===== config.mk =====
export PLATFORM = sky130hd
export DESIGN_NAME = gravity_game_ctrl
export DESIGN_NICKNAME = d
export VERILOG_FILES = /design/src/rtl/game_pkg.sv /design/src/rtl/gravity_game_ctrl_tick_divider.sv /design/src/rtl/gravity_game_ctrl.sv
export SDC_FILE = /design/constraint.sdc
export NUM_CORES = 1
export LEC_CHECK = 0
export CAP_MARGIN = 20
export CORE_ASPECT_RATIO = 0.6
export CORE_MARGIN = 8
export CORE_UTILIZATION = 55
export CTS_CLUSTER_DIAMETER = 30
export DETAILED_ROUTE_END_ITERATION = 7
export GPL_TIMING_DRIVEN = 0
export PLACE_DENSITY = 0.88
export SETUP_SLACK_MARGIN = 0.5
export SLEW_MARGIN = 20
export SYNTH_ARGS = -nofsm -noshare
export SYNTH_HDL_FRONTEND = slang
export SYNTH_SLANG_ARGS = --single-unit

===== constraint.sdc =====
create_clock -name clk -period 6.87 [get_ports clk]
set_clock_uncertainty 0.2 [all_clocks]
set_input_delay 0.687 -clock clk [delete_from_list [all_inputs] [get_ports clk]]
set_output_delay 0.687 -clock clk [all_outputs]
set_load 0.1 [all_outputs]

===== src/rtl/game_pkg.sv =====
// Shared definitions for the gravity-runner game: state encoding, playfield
// line heights, grounded player heights and the grounded-test helper.
package game_pkg;

  typedef enum logic [1:0] {
    ST_IDLE  = 2'd0,
    ST_RUN   = 2'd1,
    ST_DYING = 2'd2,
    ST_OVER  = 2'd3
  } state_t;

  localparam logic [8:0] LINE_TOP = 9'd120;
  localparam logic [8:0] LINE_MID = 9'd240;
  localparam logic [8:0] LINE_BOT = 9'd360;
  localparam logic [8:0] PLAYER_H = 9'd60;

  // The player mover restarts standing on the middle line.
  localparam logic [8:0] START_H = LINE_MID - PLAYER_H;

  // Falling down, the player's feet rest on a line one player height below its top.
  localparam logic [8:0] GND_MID_DOWN = START_H;
  localparam logic [8:0] GND_BOT_DOWN = LINE_BOT - PLAYER_H;
  // Falling up, the player's head presses against the line itself.
  localparam logic [8:0] GND_TOP_UP   = LINE_TOP;
  localparam logic [8:0] GND_MID_UP   = LINE_MID;

  // True when the player is resting on a present line for the current gravity.
  function automatic logic isGrounded(input logic [8:0] h,
                                      input logic [2:0] lines,
                                      input logic       dir);
    if (dir == 1'b0)
      return ((h == GND_MID_DOWN) && lines[1]) || ((h == GND_BOT_DOWN) && lines[2]);
    else
      return ((h == GND_TOP_UP) && lines[0]) || ((h == GND_MID_UP) && lines[1]);
  endfunction

endpackage


===== src/rtl/gravity_game_ctrl_tick_divider.sv =====
// Free-running modulo-DIV counter. The tick output is high during the cycle
// in which an enabled count wraps, so a caller that registers it sees its
// first pulse exactly DIV cycles after the counter was cleared.
module tick_divider #(
  parameter int DIV   = 4,
  parameter int CNT_W = 27
) (
  input  logic clk,
  input  logic reset,
  input  logic clear,
  input  logic en,
  output logic tick
);
  import game_pkg::*;

  localparam logic [CNT_W-1:0] LAST = CNT_W'(DIV - 1);

  logic [CNT_W-1:0] r_count;
  logic             w_wrap;

  assign w_wrap = (r_count == LAST);
  assign tick   = en & w_wrap;

  // Count while enabled, wrap at DIV-1, and park at zero while cleared.
  always_ff @(posedge clk) begin
    if (reset || clear)
      r_count <= '0;
    else if (en)
      r_count <= w_wrap ? '0 : r_count + CNT_W'(1);
  end

endmodule


===== src/rtl/gravity_game_ctrl.sv =====
// Run controller for the gravity-runner game: game FSM, movement strobe,
// gravity direction, death detection and score keeping.
module gravity_game_ctrl
  import game_pkg::*;
#(
  parameter int MOVE_DIV   = 200000,
  parameter int SCORE_DIV  = 64,
  parameter int DEATH_HOLD = 50000000,
  parameter int MAX_H      = 420,
  parameter int CNT_W      = 27
) (
  input  logic        clk,
  input  logic        reset,
  input  logic        start_btn,
  input  logic        flip_btn,
  input  logic [8:0]  player_height,
  input  logic [2:0]  lines,
  output logic        move_en,
  output logic        grav_dir,
  output logic        is_dead,
  output logic        player_rst_n,
  output logic [15:0] score,
  output logic [1:0]  state
);

  localparam logic [CNT_W-1:0] STEP_LAST = CNT_W'(SCORE_DIV - 1);
  localparam logic [8:0]       OFF_H     = 9'(MAX_H);

  state_t           r_state, w_nextState;
  logic             r_startQ, r_flipQ;
  logic             r_moveEn, w_nextMoveEn;
  logic             r_gravDir, w_nextGravDir;
  logic             r_isDead, w_nextIsDead;
  logic             r_playerRstN, w_nextPlayerRstN;
  logic [15:0]      r_score, w_nextScore;
  logic [CNT_W-1:0] r_stepCnt, w_nextStepCnt;

  logic w_startRise, w_flipRise, w_grounded, w_offScreen;
  logic w_moveTick, w_holdDone;

  assign w_startRise = start_btn & ~r_startQ;
  assign w_flipRise  = flip_btn & ~r_flipQ;
  assign w_grounded  = isGrounded(player_height, lines, r_gravDir);
  assign w_offScreen = (player_height == 9'd0) || (player_height >= OFF_H);

  // The move divider stops on the death cycle so no strobe leaks into DYING.
  tick_divider #(.DIV(MOVE_DIV), .CNT_W(CNT_W)) u_moveDiv (
    .clk   (clk),
    .reset (reset),
    .clear (r_state != ST_RUN),
    .en    ((r_state == ST_RUN) && !w_offScreen),
    .tick  (w_moveTick)
  );

  tick_divider #(.DIV(DEATH_HOLD), .CNT_W(CNT_W)) u_holdDiv (
    .clk   (clk),
    .reset (reset),
    .clear (r_state != ST_DYING),
    .en    (r_state == ST_DYING),
    .tick  (w_holdDone)
  );

  // Next-state and next-output logic for the game FSM.
  always_comb begin
    w_nextState      = r_state;
    w_nextMoveEn     = 1'b0;
    w_nextGravDir    = r_gravDir;
    w_nextIsDead     = r_isDead;
    w_nextPlayerRstN = r_playerRstN;
    w_nextScore      = r_score;
    w_nextStepCnt    = r_stepCnt;

    case (r_state)
      ST_IDLE: begin
        w_nextPlayerRstN = 1'b0;
        w_nextIsDead     = 1'b0;
        w_nextGravDir    = 1'b0;
        if (w_startRise) begin
          w_nextState      = ST_RUN;
          w_nextScore      = 16'd0;
          w_nextStepCnt    = '0;
          w_nextPlayerRstN = 1'b1;
        end
      end
      ST_RUN: begin
        if (r_moveEn) begin
          if (r_stepCnt == STEP_LAST) begin
            w_nextStepCnt = '0;
            if (r_score != 16'hFFFF)
              w_nextScore = r_score + 16'd1;
          end else begin
            w_nextStepCnt = r_stepCnt + CNT_W'(1);
          end
        end
        if (w_offScreen) begin
          w_nextState  = ST_DYING;
          w_nextIsDead = 1'b1;
        end else begin
          w_nextMoveEn = w_moveTick;
          if (w_flipRise && w_grounded)
            w_nextGravDir = ~r_gravDir;
        end
      end
      ST_DYING: begin
        w_nextIsDead = 1'b1;
        if (w_holdDone)
          w_nextState = ST_OVER;
      end
      ST_OVER: begin
        w_nextIsDead = 1'b1;
        if (w_startRise) begin
          w_nextState      = ST_IDLE;
          w_nextIsDead     = 1'b0;
          w_nextGravDir    = 1'b0;
          w_nextPlayerRstN = 1'b0;
        end
      end
      default: w_nextState = ST_IDLE;
    endcase
  end

  // Register FSM state, all outputs and the button edge-detect samples.
  always_ff @(posedge clk) begin
    if (reset) begin
      r_state      <= ST_IDLE;
      r_startQ     <= 1'b0;
      r_flipQ      <= 1'b0;
      r_moveEn     <= 1'b0;
      r_gravDir    <= 1'b0;
      r_isDead     <= 1'b0;
      r_playerRstN <= 1'b0;
      r_score      <= 16'd0;
      r_stepCnt    <= '0;
    end else begin
      r_state      <= w_nextState;
      r_startQ     <= start_btn;
      r_flipQ      <= flip_btn;
      r_moveEn     <= w_nextMoveEn;
      r_gravDir    <= w_nextGravDir;
      r_isDead     <= w_nextIsDead;
      r_playerRstN <= w_nextPlayerRstN;
      r_score      <= w_nextScore;
      r_stepCnt    <= w_nextStepCnt;
    end
  end

  assign move_en      = r_moveEn;
  assign grav_dir     = r_gravDir;
  assign is_dead      = r_isDead;
  assign player_rst_n = r_playerRstN;
  assign score        = r_score;
  assign state        = r_state;

endmodule


**Word-level counts from Yosys, hierarchy flattened**

Index checks and enable logic that the tools add are counted.

- Logic and storage cells: 95
- Register bits after elaboration: 105

- Magnitude comparators: 1
- Equal/unequal tests: 22
- Multiplexer cells: 26
- Add/subtract/negate cells: 4
- Reductions and logical operators: 23
- Bitwise logic cells: 8

Operator list:

| kind | number |
|---|---|
| 27-bit 2-to-1 mux | 5 |
| 27-bit by 1-bit adder with 27-bit output (second input constant) | 3 |
| 16-bit 2-to-1 mux | 4 |
| 27-bit one-hot mux with 2 select lines | 1 |
| 16-bit one-hot mux with 2 select lines | 1 |
| 27-bit by 18-bit == test with 1-bit output (second input constant) | 1 |
| 27-bit by 26-bit == test with 1-bit output (second input constant) | 1 |
| 27-bit by 6-bit == test with 1-bit output (second input constant) | 1 |
| 9-bit by 8-bit == test with 1-bit output (second input constant) | 2 |
| 16-bit by 1-bit adder with 16-bit output (second input constant) | 1 |
| 16-bit inequality test (second input constant) | 1 |
| 2-bit inequality test (second input constant) | 7 |
| 9-bit by 7-bit == test with 1-bit output (second input constant) | 1 |
| 9-bit == test (second input constant) | 1 |
| 9-bit greater-or-equal comparator (second input constant) | 1 |
| 9-bit logical NOT | 1 |
| 2-bit 2-to-1 mux | 4 |
| 2-bit by 1-bit inequality test with 1-bit output (second input constant) | 4 |
| 2-bit one-hot mux with 4 select lines | 1 |
| 4-bit AND reduction | 2 |
| 1-bit 2-to-1 mux | 7 |
| 1-bit logical AND | 6 |
| 1-bit logical OR | 5 |
| 5-bit AND reduction | 1 |
| other kinds (14) | 22 |

**Longest topological paths before layout**

- Word-level depth: 8
- Gate-level depth with buffers: 10
- Gate-level depth less buffers: 8

**Hierarchy**

From an unflattened synthesis, not the netlist that was laid out.

- Cells, all modules: 637
- Area total of the unflattened synthesis: 5,496.5 sq um

Modules (own cells, without submodules):

| module | area an instance (sq um) | instances | cells each |
|---|---|---|---|
| gravity_game_ctrl | 2,738.9 | 1 | 332 |
| tick_divider (u_holdDiv) | 1,420.1 | 1 | 146 |
| tick_divider (u_moveDiv) | 1,337.5 | 1 | 159 |

**Least setup slack after synthesis**

OpenSTA, ideal clock, no wires.

- Path type: register to register
- Start: register r_state[0], in the netlist state[0]
- End: register u_moveDiv.r_count[5]
- Stages on the path, launching flop included: 10
- Arrival: 2.879 ns
- Slack: 3.677 ns
- Library setup time: 0.115 ns
- Required time: 6.555 ns
- Path through: dfxtp_1 -> ha_1 -> buf_2 -> nand3_1 -> or3_1 -> buf_6 -> or4_4 -> nand3b_4 -> buf_8 -> nor2_1

- Word-level cells in the longest chain between the ends: 2
- Elaborated cells on any way between the ends: 4
- Those cells by class: eq/ne: 2; reduce/logical: 2

RTL lines:

| item | line | text |
|---|---|---|
| start, declared | gravity_game_ctrl.sv:29 | `state_t r_state, w_nextState;` |
| start signal, assigned | gravity_game_ctrl.sv:135 | `r_state <= w_nextState;` |
| 2-bit by 1-bit == test with 1-bit output / 2-bit by 1-bit inequality test with 1-bit output (equally long branches) | gravity_game_ctrl.sv:51, gravity_game_ctrl.sv:50 |  |
| 1-bit logical AND / 1-bit logical OR (equally long branches) | gravity_game_ctrl.sv:51, gravity_game_ctrl_tick_divider.sv:26 |  |
| end signal, assigned | gravity_game_ctrl_tick_divider.sv:29 | `r_count <= w_wrap ? '0 : r_count + CNT_W'(1);` |
| end, declared | gravity_game_ctrl_tick_divider.sv:18 | `logic [CNT_W-1:0] r_count;` |

Several ways; a longest one is shown, not always the timed one.
A chain may end at the register's enable or synchronous reset.

**Worst setup path after layout**

- Start: input port start_btn
- End: register r_stepCnt[8]

- Word-level cells in the longest chain between the ends: 3

RTL lines:

| item | line | text |
|---|---|---|
| start, declared | gravity_game_ctrl.sv:14 | `input logic start_btn,` |
| 1-bit bitwise AND | gravity_game_ctrl.sv:41 | `assign w_startRise = start_btn & ~r_startQ;` |
| 2-bit inequality test (no line) | -- |  |
| 3-bit AND reduction (no line) | -- |  |
| end signal, assigned | gravity_game_ctrl.sv:143 | `r_stepCnt <= w_nextStepCnt;` |
| end, declared | gravity_game_ctrl.sv:36 | `logic [CNT_W-1:0] r_stepCnt, w_nextStepCnt;` |

Every way passes these cells.

==> results.rst <==
.. list-table::
   :header-rows: 1

   * - Metric
     - Value
   * - Leading cell types in the layout, fill and taps excluded
     - sky130_fd_sc_hd__nor2_1, sky130_fd_sc_hd__dfxtp_1, sky130_fd_sc_hd__xor2_1
   * - Endpoints failing hold
     - 0
   * - Highest net fanout along the worst path
     - 10
   * - Largest buffer count on any clock path
     - 2
   * - Antenna violations before repair
     - 0
   * - Yosys warning total
     - 0
   * - Full die area
     - 0.0126 sq mm
   * - Cell type with the largest total area after synthesis
     - sky130_fd_sc_hd__dfxtp_1
   * - Routed wire length on met3
     - 758 microns
   * - Setup crit end kind
     - flip-flop
   * - Mapped Area
     - 0.00505 sq mm
   * - Crit Path Category
     - primary input to flip-flop
   * - Post-Syn Instances
     - approximately 590
   * - Clock slew seen by the registers of the worst setup and hold paths
     - 0.06 ns
   * - Period utilization
     - 44.8%
   * - Worst hold-check path type
     - flip-flop to flip-flop
   * - Min cycle time layout
     - 3.08 ns
   * - Transition time at the pin with the least slew margin
     - 1.01 ns
   * - Die outline width
     - 140 microns
   * - Number of detailed-routing iterations run before antenna repair
     - 5
   * - Number of synthesized flops with an enable pin
     - 0
   * - Final RePlAce weighted congestion
     - 0.846
   * - Cell chosen for the clock root
     - sky130_fd_sc_hd__clkbuf_16
   * - Final wirelength
     - 11600 microns
   * - Iteration-0 DRC Markers
     - 255
   * - Number of sinks handled by clock tree synthesis
     - 105
   * - Detail Placement HPWL
     - 8390 microns
   * - Post-CTS setup buffer count
     - 0
   * - Unrepaired setup endpoints after global routing
     - false
   * - Vertical die dimension
     - 90.2 microns
   * - Highest signal layer in the routed design
     - met4
   * - Max-slew violations
     - 0
   * - Prevailing post-synth register cell
     - sky130_fd_sc_hd__dfxtp_1
   * - Initial Util
     - 55.8%
   * - Hold buffer count at CTS
     - 0
   * - Standby leakage power
     - 1.95 nW
   * - Post-Syn Nets
     - 618
   * - Final TNS setup
     - 0 ns
   * - Cts repair resizes
     - 0
   * - Cells taking the most area after synthesis
     - sky130_fd_sc_hd__dfxtp_1, sky130_fd_sc_hd__nor2_1, sky130_fd_sc_hd__xor2_1
   * - Amount of wire on met2 after detailed routing
     - about 5200 microns
   * - Cell Rows
     - 27
   * - Share of post-route cells with drive strength above 1
     - 6.04%
   * - Post-synthesis async set-or-reset flop share
     - 0%
   * - I/O Pins
     - 38
   * - Number of levels in the clock H-tree
     - 3
   * - Total via count after detailed routing
     - 4367
   * - Num CTS Buffers
     - 9
   * - Synth Register Bits
     - around 110
   * - Commonest non-fill, non-tap cell in the layout
     - sky130_fd_sc_hd__nor2_1
   * - Wl on met1
     - 5460 microns
   * - Nets
     - around 670
   * - Startpoint kind of the worst setup timing path
     - primary input
   * - Via density per instance
     - 5.73
   * - Sequential share of the synthesized area
     - a little over two fifths
   * - Worst endpoint required time
     - 6.88 ns
   * - Worst relative slew slack
     - 32.2%
   * - Latest clock arrival within the worst-skew pair
     - approximately 0.35 ns
   * - TritonCTS clock tree
     - built
   * - Relative area change from synthesis to final layout
     - 16.7%
   * - Result of the run
     - complete, no violations
   * - Placeable core region
     - roughly 0.009 sq mm
   * - Total power density per cell area
     - ~270 mW/mm^2
   * - Routed Antenna Nets
     - 0
   * - Count of maximum capacitance violations
     - 0
   * - Vias in the first global route
     - 4243
   * - Final setup violation count
     - 0
   * - Maximum number of pins on one net before global-route repair
     - 17
   * - Share of the synthesized area in the top cell type
     - around two fifths
   * - Global-route wire length before repair
     - about 20000 microns
   * - Global-route usage over all layers
     - a little under a fifth
   * - Mean post-synth cell area
     - approximately 8.5 sq um
   * - Count of port buffers added during placement
     - 36
   * - WL/cell
     - 15.2 microns
   * - Leftover overflow at the end of global routing
     - 0
   * - Number of library cell types mapped by synthesis
     - 54
   * - Filler cells
     - 737
   * - Final Hold Slack
     - 0.281 ns
   * - Ant diodes
     - 0
   * - Achievable Freq
     - 325 MHz
   * - Data arrival time of the critical path
     - 3.09 ns
   * - DRC
     - 0
   * - Highest ir drop seen on vdd
     - 0.140 mV
## path summary, 6_finish.rpt
path	from	endpoint	slack, ns	cells past startpoint
hold reg to reg	u_holdDiv.r_count[0]$_SDFFE_PP0P_	u_holdDiv.r_count[0]$_SDFFE_PP0P_	0.28	1
hold / removal	u_holdDiv.r_count[0]$_SDFFE_PP0P_	u_holdDiv.r_count[0]$_SDFFE_PP0P_	0.28	1
setup reg to reg	state[0]$_SDFFE_PP0P_	r_stepCnt[8]$_SDFFE_PP0P_	3.91	8
setup / recovery	start_btn	r_stepCnt[8]$_SDFFE_PP0P_	3.79	7
## critical path, cell delays in order
cell                              delay (ns)
sky130_fd_sc_hd__clkdlybuf4s50_1        0.48
sky130_fd_sc_hd__nand2b_1               0.06
sky130_fd_sc_hd__clkbuf_1               0.23
sky130_fd_sc_hd__a21oi_1                0.73
sky130_fd_sc_hd__a21o_1                 0.37
sky130_fd_sc_hd__buf_1                  0.42
sky130_fd_sc_hd__nor2_1                 0.11
## layer usage
layer  up-vias  global-route usage, %
li1       2141                      -
met1      2078                   24.1
met2       131                   29.1
met3        17                   5.86
met4         0                   5.84
met5         -                      0
## registers in the layout, summed over array words and instances (netlist names), 2 cells and up
signal             cells
u_moveDiv.r_count     27
state                  2
u_holdDiv.r_count     27
r_stepCnt             27
score                 16
## stage by stage
| step | setup slack (ns) | area, sq um | std cells | power [W] | util [%] |
|---|---|---|---|---|---|
| after detailed placement | 3.49 | 5560 | 746 | 0.00103 | 61.4 |
| after global placement | 3.54 | 5560 | 746 | 0.00101 | 61.4 |
| after CTS | 3.86 | 5900 | 762 | 0.00160 | 65.1 |
| after floorplan | 3.68 | 5050 | 594 | 0.000930 | - |
| after global routing | 3.61 | 5900 | 762 | 0.00166 | 65.1 |
| final | 3.79 | 5900 | 762 | 0.00159 | 65.1 |
## kinds of logic (layout without fill, tap and decap cells)
| kind of cell | after synthesis | count (layout) | share of synthesized area (%) |
|---|---|---|---|
| AO/OA/AOI/OAI | 35 | 35 | 4.80 |
| multiplexers | 5 | 5 | 1.06 |
| adder cells (fa/ha/maj) | 8 | 8 | 1.98 |
| AND/OR/NAND/NOR | 326 | 326 | 32.9 |
| XOR/XNOR | 84 | 84 | 14.6 |
| flip-flops | 105 | 105 | 41.6 |
| buffers and inverters | 31 | 83 | 3.12 |
## synthesized netlist by cell type, types with 7 or more instances
library cell and number:
sky130_fd_sc_hd__a21oi_1 12, sky130_fd_sc_hd__and3_1 19, sky130_fd_sc_hd__and4_1 7, sky130_fd_sc_hd__clkbuf_1 7
sky130_fd_sc_hd__dfxtp_1 105, sky130_fd_sc_hd__ha_1 8, sky130_fd_sc_hd__inv_1 13, sky130_fd_sc_hd__nand2_1 39
sky130_fd_sc_hd__nand3_1 42, sky130_fd_sc_hd__nand4_1 27, sky130_fd_sc_hd__nor2_1 123, sky130_fd_sc_hd__nor3_1 15
sky130_fd_sc_hd__nor4_1 10, sky130_fd_sc_hd__o21ai_0 9, sky130_fd_sc_hd__xnor2_1 38, sky130_fd_sc_hd__xor2_1 46
## area by class of cell
type                    instances  area (sq um)  share of cell area [%]
clock buffers                  12           267                    4.52
inverters                      13          48.8                   0.827
clock inverters                 4          73.8                    1.25
well taps                     116           145                    2.46
plain buffers                  18           109                    1.85
repair buffers                 36           360                    6.11
multi-input cells             458          2790                    47.3
flip-flops and latches        105          2100                    35.6
## report_power, final
part / internal [W] / leakage, nW / switching [W]
registers: 0.000623 / 0.847 / 0.0000146
logic: 0.000109 / 0.935 / 0.000275
clock network: 0.000349 / 0.169 / 0.000222
total: 0.00108 / 1.95 / 0.000512
(Power assumes the default switching activity.)
